<file path="config.mk">
export PLATFORM = sky130hd
export DESIGN_NAME = id_ex_operand_stage
export DESIGN_NICKNAME = d
export VERILOG_FILES = /design/src/rtl/id_ex_operand_stage.sv
export SDC_FILE = /design/constraint.sdc
export NUM_CORES = 2
export LEC_CHECK = 0
export ABC_AREA = 1
export CAP_MARGIN = 40
export CORE_UTILIZATION = 56
export DETAILED_ROUTE_END_ITERATION = 10
export PLACE_DENSITY_LB_ADDON = 0.05
export SLEW_MARGIN = 10
export SYNTH_ARGS = -nofsm -noshare
export SYNTH_HDL_FRONTEND = slang
export SYNTH_SLANG_ARGS = --single-unit
</file>
<file path="constraint.sdc">
create_clock -name clk -period 2.7 [get_ports clk]
set_clock_uncertainty 0.1 [all_clocks]
set_input_delay 0.54 -clock clk [delete_from_list [all_inputs] [get_ports clk]]
set_output_delay 0.54 -clock clk [all_outputs]
set_load 0.1 [all_outputs]
</file>
<file path="src/rtl/id_ex_operand_stage.sv">
// ID/EX operand stage: 32-entry register file, operand select and a one-entry pipeline slot.
// Optional macro WB_BYPASS_EN forwards same-cycle write-back data into a capture.
module id_ex_operand_stage #(
   parameter int unsigned DATA_WIDTH = 32,
   parameter int unsigned ADDR_WIDTH = 5
) (
   input  logic                  clk,
   input  logic                  reset,
   input  logic                  in_valid,
   output logic                  in_ready,
   input  logic [ADDR_WIDTH-1:0] rs_addr,
   input  logic [ADDR_WIDTH-1:0] rt_addr,
   input  logic [15:0]           immediate,
   input  logic                  use_immediate,
   input  logic                  sign_extend,
   input  logic [2:0]            alu_control_in,
   input  logic [ADDR_WIDTH-1:0] dest_addr_in,
   input  logic                  reg_write_in,
   input  logic                  flush,
   input  logic                  wb_write_enable,
   input  logic [ADDR_WIDTH-1:0] wb_addr,
   input  logic [DATA_WIDTH-1:0] wb_data,
   output logic                  out_valid,
   input  logic                  out_ready,
   output logic [DATA_WIDTH-1:0] read_data_1,
   output logic [DATA_WIDTH-1:0] read_data_2_or_immediate,
   output logic [2:0]            ALU_control,
   output logic [DATA_WIDTH-1:0] store_data,
   output logic [ADDR_WIDTH-1:0] dest_addr_out,
   output logic                  reg_write_out,
   output logic                  illegal_op
);

   localparam int unsigned NUM_REGS  = 1 << ADDR_WIDTH;
   localparam int unsigned IMM_WIDTH = 16;
   localparam int unsigned EXT_WIDTH = DATA_WIDTH - IMM_WIDTH;

   logic [DATA_WIDTH-1:0] regs [NUM_REGS];
   logic                  wb_active;
   logic                  capture;
   logic [DATA_WIDTH-1:0] rs_value;
   logic [DATA_WIDTH-1:0] rt_value;
   logic [DATA_WIDTH-1:0] imm_ext;
   logic                  is_illegal;

   assign wb_active = wb_write_enable && (wb_addr != '0);
   assign in_ready  = !reset && (!out_valid || out_ready);
   assign capture   = in_valid && in_ready && !flush;

   // Source reads; register 0 is hard-wired to zero.
   always_comb begin
      rs_value = (rs_addr == '0) ? '0 : regs[rs_addr];
      rt_value = (rt_addr == '0) ? '0 : regs[rt_addr];
`ifdef WB_BYPASS_EN
      if (wb_active && (wb_addr == rs_addr)) rs_value = wb_data;
      if (wb_active && (wb_addr == rt_addr)) rt_value = wb_data;
`endif
   end

   assign imm_ext = sign_extend ? {{EXT_WIDTH{immediate[IMM_WIDTH-1]}}, immediate}
                                : {{EXT_WIDTH{1'b0}}, immediate};

   assign is_illegal = (alu_control_in == 3'd3) || (alu_control_in == 3'd4) ||
                       (alu_control_in == 3'd5);

   // Register file write port; updates regardless of slot stall or flush.
   always_ff @(posedge clk) begin
      if (reset) begin
         for (int i = 0; i < int'(NUM_REGS); i++) regs[i] <= '0;
      end else if (wb_active) begin
         regs[wb_addr] <= wb_data;
      end
   end

   // ID/EX slot; data fields only move on capture so a stalled entry stays bit-stable.
   always_ff @(posedge clk) begin
      if (reset) begin
         out_valid                <= 1'b0;
         read_data_1              <= '0;
         read_data_2_or_immediate <= '0;
         ALU_control              <= '0;
         store_data               <= '0;
         dest_addr_out            <= '0;
         reg_write_out            <= 1'b0;
         illegal_op               <= 1'b0;
      end else begin
         if (flush)          out_valid <= 1'b0;
         else if (capture)   out_valid <= 1'b1;
         else if (out_ready) out_valid <= 1'b0;

         if (capture) begin
            read_data_1              <= rs_value;
            read_data_2_or_immediate <= use_immediate ? imm_ext : rt_value;
            ALU_control              <= alu_control_in;
            store_data               <= rt_value;
            dest_addr_out            <= dest_addr_in;
            reg_write_out            <= reg_write_in;
            illegal_op               <= is_illegal;
         end
      end
   end

endmodule
</file>
-- After elaboration in Yosys (flattened, before gate mapping)
Memories as Yosys holds them, arrays and structs flattened.
Cells that the tools add are included.
- equality and inequality tests: 3
- multiplexer cells: 14
- reduce and logical (&&, ||, !) cells: 16
- operator list (kind ; count):
    2-to-1 mux 32 bit ; 5
    OR reduction 32 bit ; 1
    logical NOT 5 bit ; 2
    2-to-1 mux 1 bit ; 8
    == test 3 bit (second input constant) ; 2
    2-to-1 mux 5 bit ; 1
    nonzero test 5 bit ; 1
    logical AND 1 bit ; 4
    == test 3 x 2 -> 1 bit (second input constant) ; 1
    logical NOT 1 bit ; 3
    logical OR 1 bit ; 3
    nonzero test 2 bit ; 1
    OR reduction 2 bit ; 1
- flip-flop bits (word level): 107
- RAM bits: 1024
- input bits: 80
- output and inout port bits: 108
- word-level logic and storage cells: 42
- memories: 1
- memory list (memory ; words ; bits a word ; rd ports ; clocked after Yosys merged registers in ; wr ports ; line ; source):
    regs ; 32 ; 32 ; 2 ; 0 ; 32 ; 38 ; logic [DATA_WIDTH-1:0] regs [NUM_REGS];

-- Logic depth before layout (Yosys ltp)
- word-level depth: 7
- mapped depth: 14
- mapped depth without buffers: 12

-- Worst setup path after synthesis
Ideal clock, no wire load.
- kind: register to output
- start point: register out_valid
- end point: output in_ready
- arrival: 2116 ps
- data required time: 2060 ps
- setup slack: -56 ps
- cell stages (with the launch flop): 4
- buffers on the path: 0
- cells stage by stage: dfxtp_1 inv_1 nor2_1 nor2_1
- cells in the longest elaborated chain, start to end: 3
- RTL lines (element ; line ; source):
    from (decl) ; 23 ; output logic out_valid,
    from (signal assigned) ; 78 ; out_valid <= 1'b0;
    from (signal assigned) ; 87 ; if (flush) out_valid <= 1'b0;
    from (signal assigned) ; 88 ; else if (capture) out_valid <= 1'b1;
    logical NOT 1 bit ; 47 ; assign in_ready = !reset && (!out_valid || out_ready);
    logical OR 1 bit ; 47 ;
    logical AND 1 bit ; 47 ;
    to (decl) ; 10 ; output logic in_ready,
No other way between the ends.

==> impl_metrics.tcl <==
set metrics [dict create \
    post_cts_buffers 0 \
    htreeDepth 4 \
    die_y_um 331 \
    fmax_mhz 389 \
    fin_crit_sh_pct 95.3 \
    powerDensity_nw_per_um2 641 \
    syn_inst 7537 \
    worst_pin_slew_ns 0.863 \
    portBuffers 187 \
    ant_nets 0 \
    grt_first_pass_wirelength_um 304000 \
    p_comb_share_pct 13.8 \
    ctsLongestPathBuffers 3 \
    synth.distinct_cells 31 \
    max_slew_margin_pct 42.5 \
    grt-ovfl-total 0 \
    cts_resized 0 \
    yosysSeqAreaShare_pct 54.4 \
    fillers 9020 \
    internal_power_mw 32.2 \
    clockPowerShare_pct 40.0 \
    synth_top_family_by_area "simple AND/OR/NAND/NOR gates" \
    crit_required_ns 3.08 \
    avgSynthCellArea_um2 8.03 \
    swShare_pct 27.2 \
    drt-total-wl_um 206000 \
    status "completed" \
    critical_path_class "input pin to flop" \
    total_leakage_power_nw 28.6 \
    period_needed_ns 2.57 \
    endpoint_kind "flop" \
    initial_utilization_pct 56.5 \
    final_net_count 7657 \
    num_rows 120 \
    max_cap_violations 0 \
    areaGrowthSynthToFinish_pct 14.2 \
    ff2ff_setup_slack_ns 0.71 \
    rsz0062_at_grt "false" \
    cts.sinks 1131 \
    synth.cell_area_um2 60500 \
    cts_made_buffers 131 \
    wl_per_cell_um 22.7 \
    path_max_fanout 20 \
    final_core_util_pct 64.5 \
    vias 54100 \
    cts_tree "built" \
    gp_congestion 0.918 \
    vias_per_cell 5.96 \
    grt_pass1_vias 49800 \
    synth_adder_area_share_pct 0 \
    coreArea_um2 107000 \
    final_layout_size_suffix_gt1_share_pct 8.61 \
    synth_xor_area_share_pct 0 \
    synth.area.mux_share_pct 0 \
    grt_start_max_net_pins 129 \
    drv_slew 0 \
    track_usage_pct 37.3 \
    power_mw 44.3 \
    hold_ws_ns 0.0771 \
    p_switching_mw 12.1 \
    drc_errors 0 \
    critPathArrivalTime_ns 2.95 \
    peakVddDrop_uv 580 \
    dr.pass1.iters 8 \
    p_seq_share_pct 46.2 \
    cts_root_buffer "clkbuf_16" \
    num_io_pins 188 \
    finalHoldViolCount 0 \
    die-area_um2 109000 \
    yosysWarnings 0 \
    setup_viol 0 \
    cp-start-kind "input pin" \
    clkLatencyLatePin_ns 0.76 \
    fp.dieW_um 331 \
    dp.final_hpwl_um 136000 \
    fin_area_um2 69100 \
    initialDrtViolationCount 7386 \
    cts_hold_buf 0 \
    antenna_found_initial 7 \
    synth-simple-area-share_pct 24.9 \
    synth_compound_area_share_pct 12.4 \
    place_area_um2 64900 \
    hold_class "input pin to flop" \
    clk_pin_slew_worst_paths_ns 0.06 \
    ys_seq_elements 1131 \
]
sequential cells by signal, indices dropped and copies added (netlist names):
name                      count
read_data_2_or_immediate     32
dest_addr_out                 5
ALU_control                   3
out_valid                     1
reg_write_out                 1
store_data                   32
read_data_1                  32
regs                       1024
illegal_op                    1
through the flow:
stage                     setup slack [ns]  instances  setup TNS (ns)
after global routing                0.0742       9078               0
final                                0.127       9079               0
after global placement              -0.861       8845        -1566.99
after CTS                            0.297       9078               0
after detailed placement            -0.494       8847         -821.71
after floorplan                     0.0176       7568               0
layer usage:
| layer | global-route usage, % | up-vias | share of wire, % |
|---|---|---|---|
| met1 | 53.1 | 25400 | 40 |
| met3 | 10.7 | 399 | 14 |
| met4 | 10.3 | 6 | 2.2 |
| met2 | 55.5 | 3397 | 44 |
| met5 | 0 | - | 0.056 |
| li1 | - | 24900 | - |
power groups by stage:
stage / Combinational (mW) / Sequential, mW / Clock [mW]
global placement: 5.84 / 20.8 / 0
floorplan: 3.19 / 21.1 / 0
finish: 6.12 / 20.5 / 17.7
detailed placement: 5.92 / 20.8 / 0
CTS: 5.95 / 20.5 / 17.9
global route: 6.56 / 20.6 / 18.5
placed cells by master (no fill, tap or decap), types with 6 or more instances in the layout:
| master | Yosys | layout |
|---|---|---|
| nand2_1 | 1576 | 1562 |
| edfxtp_1 | 1024 | 1024 |
| nor2_1 | 1614 | 1610 |
| bufinv_16 | 0 | 13 |
| nand2_2 | 0 | 12 |
| nand4_1 | 18 | 18 |
| clkinvlp_4 | 0 | 6 |
| o211ai_1 | 78 | 78 |
| o21ai_0 | 666 | 666 |
| clkinv_2 | 0 | 13 |
| nand3_1 | 582 | 582 |
| buf_4 | 29 | 338 |
| clkbuf_16 | 0 | 138 |
| clkbuf_1 | 303 | 31 |
| inv_1 | 510 | 505 |
| a21boi_0 | 12 | 12 |
| o22ai_1 | 12 | 12 |
| dfxtp_1 | 107 | 107 |
| buf_12 | 1 | 107 |
| clkinv_1 | 2 | 27 |
| clkdlybuf4s50_1 | 0 | 68 |
| nor3_1 | 8 | 8 |
| conb_1 | 1 | 32 |
| a21oi_1 | 627 | 627 |
| o21a_1 | 26 | 26 |
| o21ai_1 | 18 | 18 |
worst paths after layout:
path,from,end,cells after the start
worst max-delay path,wb_addr[4],regs[3][27],12
worst min-delay path,reset,out_valid,4
worst max register to register,regs[17][18],read_data_2_or_immediate[18],6
worst min register to register,read_data_1[18],read_data_1[18],2
layout make-up:
type / count / area [um^2] / area share [%]
tap: 1403 / 1760 / 2.54
inverter: 516 / 1960 / 2.84
multi-input combinational: 5275 / 22800 / 33.0
timing repair buffer: 522 / 5470 / 7.92
clock buffer: 169 / 3570 / 5.17
clock inverter: 62 / 646 / 0.935
antenna: 1 / 2.50 / 0.00362
sequential: 1131 / 32900 / 47.6
worst max-delay path: stages:
cell and delay (ns):
clkdlybuf4s50_1 0.45, nor3_1 0.45, buf_4 0.24, buf_4 0.13
nand2_1 0.04, nand3_1 0.08, inv_1 0.09, nand3_1 0.08
inv_1 0.22, nand2_1 0.21, buf_4 0.32, nor2_1 0.08
synth_stat cells, drive strengths merged:
cell type,n,area [um^2]
or2,1,6.26
conb,1,3.75
inv,514,1930
a21boi,12,90.1
clkinv,2,7.51
nand3,582,2910
o21ai,684,3420
o21a,26,195
dfxtp,107,2140
nor2,1615,6060
buf,343,1940
edfxtp,1024,30700
nor4,2,18.8
nor3,9,56.3
o22ai,12,75.1
nand4,18,113
clkbuf,303,1140
nand2,1576,5920
a21oi,628,3150
o211ai,78,586
cells by family (layout without fill, tap and decap cells):
kind of cell,count (synthesis),after routing
and+or+nand+nor,3803,3803
AOI/OAI and AO/OA,1440,1440
buffers and inverters,1162,1269
DFF,1131,1131
other,1,33
No activity file was read; power rests on OpenSTA's default activity.
